[src/rtl/l2_cache_plru_victim_select.sv]
// L2 cache replacement state: per-set 4-way tree pseudo-LRU array with
// hit/fill touch updates and a one-cycle-latency victim selector that
// prefers invalid ways. A power-up sweep clears every set before use.
module l2_cache_plru_victim_select #(
  parameter int INDEX_WIDTH = 3
) (
  input  logic                   clk,
  input  logic                   rst_n,
  output logic                   ready,
  input  logic                   lookup_valid,
  input  logic [INDEX_WIDTH-1:0] lookup_index,
  input  logic [3:0]             lookup_way_valid,
  output logic                   victim_valid,
  output logic [1:0]             victim_way,
  output logic                   victim_is_invalid,
  input  logic                   touch_valid,
  input  logic [INDEX_WIDTH-1:0] touch_index,
  input  logic [1:0]             touch_way
);

  localparam int NUM_SETS = 2 ** INDEX_WIDTH;

  typedef enum logic {
    ST_INIT,
    ST_RUN
  } state_t;

  state_t                 state;
  logic [INDEX_WIDTH-1:0] sweep_cnt;
  logic [2:0]             lru_mem [NUM_SETS];

  logic       touch_en;
  logic       lookup_en;
  logic [2:0] lookup_lru;
  logic [1:0] sel_way;
  logic       sel_inv;

  // Tree update: bit 0 points away from the touched half, bit 1/2 away
  // from the touched way inside that half.
  function automatic logic [2:0] apply_touch(input logic [2:0] lru,
                                             input logic [1:0] way);
    logic [2:0] nxt;
    nxt = lru;
    case (way)
      2'd0: begin nxt[0] = 1'b0; nxt[1] = 1'b0; end
      2'd1: begin nxt[0] = 1'b0; nxt[1] = 1'b1; end
      2'd2: begin nxt[0] = 1'b1; nxt[2] = 1'b0; end
      default: begin nxt[0] = 1'b1; nxt[2] = 1'b1; end
    endcase
    return nxt;
  endfunction

  // Follow the tree bits to the least recently used leaf.
  function automatic logic [1:0] plru_victim(input logic [2:0] lru);
    if (lru[0]) return lru[1] ? 2'd0 : 2'd1;
    else        return lru[2] ? 2'd2 : 2'd3;
  endfunction

  assign touch_en  = touch_valid  && ready;
  assign lookup_en = lookup_valid && ready;

  // Victim choice with write-first forwarding of a same-set touch.
  // NOTE: every variable gets a default at the top so no latch is inferred.
  always_comb begin
    lookup_lru = lru_mem[lookup_index];
    if (touch_en && (touch_index == lookup_index))
      lookup_lru = apply_touch(lookup_lru, touch_way);
    sel_way = plru_victim(lookup_lru);
    sel_inv = 1'b1;
    if      (!lookup_way_valid[0]) sel_way = 2'd0;
    else if (!lookup_way_valid[1]) sel_way = 2'd1;
    else if (!lookup_way_valid[2]) sel_way = 2'd2;
    else if (!lookup_way_valid[3]) sel_way = 2'd3;
    else                           sel_inv = 1'b0;
  end

  // Init sweep FSM: clear one set per cycle, then raise ready.
  // NOTE: sequential state uses non-blocking assignments so all flops update together.
  always_ff @(posedge clk) begin
    if (!rst_n) begin
      state     <= ST_INIT;
      sweep_cnt <= '0;
      ready     <= 1'b0;
    end else begin
      case (state)
        ST_INIT: begin
          if (sweep_cnt == INDEX_WIDTH'(NUM_SETS - 1)) begin
            state <= ST_RUN;
            ready <= 1'b1;
          end else begin
            sweep_cnt <= sweep_cnt + 1'b1;
          end
        end
        default: ready <= 1'b1;
      endcase
    end
  end

  // PLRU array writes: sweep clears during INIT, touches update in RUN.
  // NOTE: the array is not reset directly; the sweep clears it, keeping it a plain RAM.
  always_ff @(posedge clk) begin
    if (rst_n) begin
      if (state == ST_INIT)
        lru_mem[sweep_cnt] <= 3'b000;
      else if (touch_en)
        lru_mem[touch_index] <= apply_touch(lru_mem[touch_index], touch_way);
    end
  end

  // Registered victim response, one cycle after an accepted lookup.
  always_ff @(posedge clk) begin
    if (!rst_n) begin
      victim_valid      <= 1'b0;
      victim_way        <= 2'd0;
      victim_is_invalid <= 1'b0;
    end else begin
      victim_valid <= lookup_en;
      if (lookup_en) begin
        victim_way        <= sel_way;
        victim_is_invalid <= sel_inv;
      end
    end
  end

endmodule

[config.mk]
export PLATFORM = sky130hd
export DESIGN_NAME = l2_cache_plru_victim_select
export DESIGN_NICKNAME = d
export VERILOG_FILES = /design/src/rtl/l2_cache_plru_victim_select.sv
export SDC_FILE = /design/constraint.sdc
export NUM_CORES = 1
export LEC_CHECK = 0
export ABC_CLOCK_PERIOD_IN_PS = 3000
export CORE_ASPECT_RATIO = 0.6
export CORE_MARGIN = 5
export CORE_UTILIZATION = 58
export DETAILED_ROUTE_END_ITERATION = 8
export GPL_TIMING_DRIVEN = 0
export PLACE_DENSITY = 0.88
export SYNTH_ARGS = -nofsm -noshare
export SYNTH_HDL_FRONTEND = slang
export SYNTH_SLANG_ARGS = --single-unit
[constraint.sdc]
create_clock -name clk -period 3 [get_ports clk]
set_input_delay 0.6 -clock clk [delete_from_list [all_inputs] [get_ports clk]]
set_output_delay 0.6 -clock clk [all_outputs]
set_load 0.05 [all_outputs]
-- Word level (Yosys, flattened, before mapping)
Memory sizes are Yosys's and may differ from the RTL's.
Index checks and enable logic that the tools add are counted.
- bits in registers: 9
- memory bits (writable): 24
- output and inout bits: 5
- memories: 1
- add/subtract/negate cells: 1
- eq/ne operators: 6
- muxes and demuxes: 40
- bitwise operators: 2
- reduce and logical (&&, ||, !) cells: 10
- memory list (memory ; words ; bits a word ; read ports ; clocked after Yosys merged registers in ; write ports ; RTL line ; text):
    lru_mem ; 8 ; 3 ; 1 ; 0 ; 1 ; 30 ; logic [2:0] lru_mem [NUM_SETS];
- operators with widths (kind ; count):
    $mux 1 ; 27
    $mux 3 ; 4
    $mux 2 ; 5
    $pmux 1 s2 ; 4
    $reduce_and 2->1 ; 3
    $ne 5x5->1 const B ; 1
    $ne 4x4->1 const B ; 1
    $add 3x1->3 const B ; 1
    $eq 3x3->1 ; 1
    $eq 3x3->1 const B ; 1
    $logic_and 1x1->1 ; 3
    $reduce_or 3->1 ; 1
    $eq 2x1->1 const B ; 1
    $eq 2x2->1 const B ; 1
    $logic_not 2->1 ; 1
    $not 1->1 ; 2
    $reduce_bool 2->1 ; 1
    $reduce_or 2->1 ; 1

-- Depth between registers and ports, before layout
- depth after elaboration: 10
- depth in mapped cells: 6
- gate-level depth less buffers: 5

-- Least setup slack after synthesis
No wires, ideal clock.
- path type: input port to flip-flop
- from: in lookup_index[0]
- to: reg victim_way[0]
- setup time: 0.125 ns
- data arrival time: 1.964 ns
- setup slack: 0.911 ns
- stages: 6
- path buffers: 1
- path through: buf_2 > mux4_2 > mux2_2 > nand2b_1 > a221oi_2 > o22ai_1
- longest elaborated chain between the ends: 9
- RTL lines (item ; RTL line ; text):
    start, declared ; 11 ; input logic [INDEX_WIDTH-1:0] lookup_index,
    $mem_v2 8x3 / $eq 3x3->1 (equally long branches) ; -- ;
    $pmux 1 s2 / $logic_and 1x1->1 (equally long branches) ; 44, 66 ;
    $mux 3 * ; 66 ; if (touch_en && (touch_index == lookup_index))
    $mux 1 (on tied branches) ; 56, 55 ;
    $mux 2 * ; 55 ; if (lru[0]) return lru[1] ? 2'd0 : 2'd1;
    $mux 2 * ; 73 ; else if (!lookup_way_valid[3]) sel_way = 2'd3;
    $mux 2 * ; 72 ; else if (!lookup_way_valid[2]) sel_way = 2'd2;
    $mux 2 * ; 71 ; else if (!lookup_way_valid[1]) sel_way = 2'd1;
    $mux 2 * ; 70 ; if (!lookup_way_valid[0]) sel_way = 2'd0;
    end signal, assigned ; 119 ; victim_way <= sel_way;
    end, declared ; 14 ; output logic [1:0] victim_way,
Every way passes the cells marked *; elsewhere a longest branch is shown, timed or not.
A chain may end at the register's enable or synchronous reset.

-- Worst setup path after layout
- from: in rst_n
- to: mem lru_mem[1][2], enable pin
- longest elaborated chain between the ends: 5
- RTL lines (item ; RTL line ; text):
    start, declared ; 8 ; input logic rst_n,
    $mux 1 ; 102 ; if (rst_n) begin
    $mux 1 (implied by the code) ; 106 ; lru_mem[touch_index] <= apply_touch(lru_mem[touch_index], touch_way);
    $reduce_and 2->1 (no source line) ; -- ;
    $reduce_or 3->1 (no source line) ; -- ;
    $mux 3 (no source line) ; -- ;
    end, declared ; 30 ;
Parallel ways exist; a longest one is shown, timed or not.

==> out/metrics.csv <==
stage,metric,value,unit
logic_synthesis,Post-Synthesis Cell Area,1600,sq um
setup_path,endpoint class of the critical path,flop,
route,total iterations of the first detailed-routing run,4,
timing,final setup TNS,0,ps
timing,Final Hold Viols,0,
cells_and_area,diodes inserted,0,
pwr,P_leak,0.735,nW
die,die area,3950,sq um
clocking,CTS buffer count,5,
timing,final cycle utilization of the critical path,80.3,%
die,DIE WIDTH,77.8,um
setup_path,data required time of the critical path,3020,ps
logic_synthesis,Post-synth EDFFs,24,
logic_synthesis,syn_nets,159,
pwr,Power Density,533,nW/um^2
timing,RSZ-0062 raised after global routing,false,
place,number of port buffers,17,
place,Placed Area,1810,sq um
setup_path,arrival time worst endpoint,2430,ps
cells_and_area,Final nets,183,
clocking,post-cts sizing count,0,
clocking,Worst-path clk slew,70,ps
clocking,CTS root buf,clkbuf_8,
logic_synthesis,syn avg cell area,11.4,sq um
place,Final Wtd Congestion,0.834,
route,Post-route DRC,0,
logic_synthesis,Post-Syn Instances,141,
clocking,Worst-Skew Late Latency,280,ps
grt,largest net degree at the start of global routing,11,
logic_synthesis,Async SR Flop Fraction,0,%
clocking,cts hold-fix bufs,0,
run_status,run status,completed,
route,DRT iter0 DRCs,95,
grt,GRT Residual Overflow,0,
place,placed wire-length estimate,2690,um
cells_and_area,Final Core Density,74.5,%
setup_path,critical path class,in2reg,
die,IO Count,21,
setup_path,Worst Path Max Fanout,10,
timing,Fin Clk Skew,0.888,ps
logic_synthesis,sequential fraction of the synthesis area,56.3,%
cells_and_area,"commonest cells after routing, fill and taps aside","27 x nor2_1, 24 x edfxtp_1, 18 x nand2_1",
timing,Slew @ Worst Pin,620,ps
logic_synthesis,Syn. warnings,0,
clocking,CTS tree,built,
timing,relative slew slack,58.7,%
timing,Max Freq,415,MHz
cells_and_area,fin area,1920,sq um
route,vias per cell,6.01,
die,starting density of the core,62.2,%
grt,All-Layer GR Usage,19.1,%
timing,setup violators final,0,
die,row cnt,14,
route,routed len/inst,17.7,um
clocking,CTS Sinks,33,
cells_and_area,proportion of layout cells with a drive suffix above 1,11.4,%
die,CORE AREA,2570,sq um
clocking,clk buf depth,2,
min_path,Hold WC Path Type,reg2reg,
grt,number of global-route vias before repair,1188,
timing,Final Slew Violations,0,
timing,min cycle time layout,2410,ps
cells_and_area,Area Overhead vs Synth,19.8,%
logic_synthesis,Yosys cell types,32,
clocking,CTS HTree Levels,2,
logic_synthesis,synthesized flop and latch total,33,
pwr,VDD IR max,0.325,mV
grt,initial antenna violation count,0,
clocking,Post-CTS Setup Inserts,0,
route,Antenna Nets Post-Route,0,
route,routed wire length,3510,um
setup_path,CP startpoint kind,primary input,
run,number of max-cap violations,0,
logic_synthesis,top_reg_cell synth,edfxtp_1,
cells_and_area,"leading cell type in the layout, fill and taps excluded",nor2_1,
grt,global-route wire length before repair,5670,um
die,Die Y,50.7,um
route,routed vias,1190,
## where the power goes
group / leakage, nW / total [W] / internal, W / switching [W]
registers: 0.302 / 0.000509 / 0.000499 / 0.00000973
clock network: 0.0528 / 0.000403 / 0.000245 / 0.000158
logic: 0.380 / 0.000111 / 0.0000506 / 0.0000605
total: 0.735 / 0.00102 / 0.000795 / 0.000228
## cell usage after synthesis (3+ instances only)
library cell	count	area (sq um)
inv_1	6	22.5
nand2_1	18	67.6
dfxtp_1	9	180
nand3_1	3	15.0
nor2_1	27	101
mux2i_1	4	40.0
mux4_2	6	135
o21ai_0	7	35.0
edfxtp_1	24	721
buf_2	3	15.0
xor2_1	4	35.0
nand2b_1	3	18.8
## layer usage
layer / vias up / share of wire, % / GRT usage, %
li1: 554 / - / -
met1: 584 / 45 / 25.9
met2: 50 / 46 / 30.9
met3: 2 / 8.6 / 5.18
met4: 0 / 0.37 / 4.29
met5: - / 0 / 0
## area by class of cell
class / instances / area, sq um
clock inverters: 2 / 33.8
fillers: 174 / 657
clock buffers: 6 / 72.6
flip-flops and latches: 33 / 901
multi-input cells: 97 / 656
inverters: 6 / 22.5
repair buffers: 17 / 170
plain buffers: 5 / 22.5
well taps: 32 / 40.0
## cell families (layout without fill, tap and decap cells)
group           count (synthesis)  count (layout)  share of synthesized area (%)
buf+inv                        11              36                           2.81
mux                            12              12                           12.3
simple gates                   60              60                           16.5
xor+xnor                        4               4                           2.19
compound gates                 19              19                           8.36
fa+ha+maj                       2               2                           1.56
flops                          33              33                           56.2
## metrics by stage
step           total power, W  instances  hold WS [ps]  worst slack (ps)
2_1_floorplan        0.000585        141           484               911
3_3_place_gp         0.000620        190           501               438
3_5_place_dp         0.000628        190           533               321
4_1_cts               0.00102        198           542               601
5_1_grt               0.00106        198           572               396
6_report              0.00102        198           545               591
## worst max-delay path, cell delays in order
cell	delay, ps
clkdlybuf4s50_1	440
nand4_1	130
clkbuf_1	350
nor2_1	230
a21oi_1	540
nor2_1	140
## state kept, by name, summed over array words and instances (netlist names)
name	flops
lru_mem	24
victim_is_invalid	1
victim_valid	1
victim_way	2
ready	1
state	1
sweep_cnt	3
## worst paths after layout
kind	to	depth (start not counted)	from	slack, ps
max	lru_mem[1][2]$_DFFE_PP_	6	rst_n	590
min	sweep_cnt[2]$_SDFFE_PN0P_	2	sweep_cnt[2]$_SDFFE_PN0P_	550
max reg2reg	lru_mem[1][2]$_DFFE_PP_	5	state$_SDFF_PN0_	930
min reg2reg	sweep_cnt[2]$_SDFFE_PN0P_	2	sweep_cnt[2]$_SDFFE_PN0P_	550
Power figures use the tool's default switching activity.
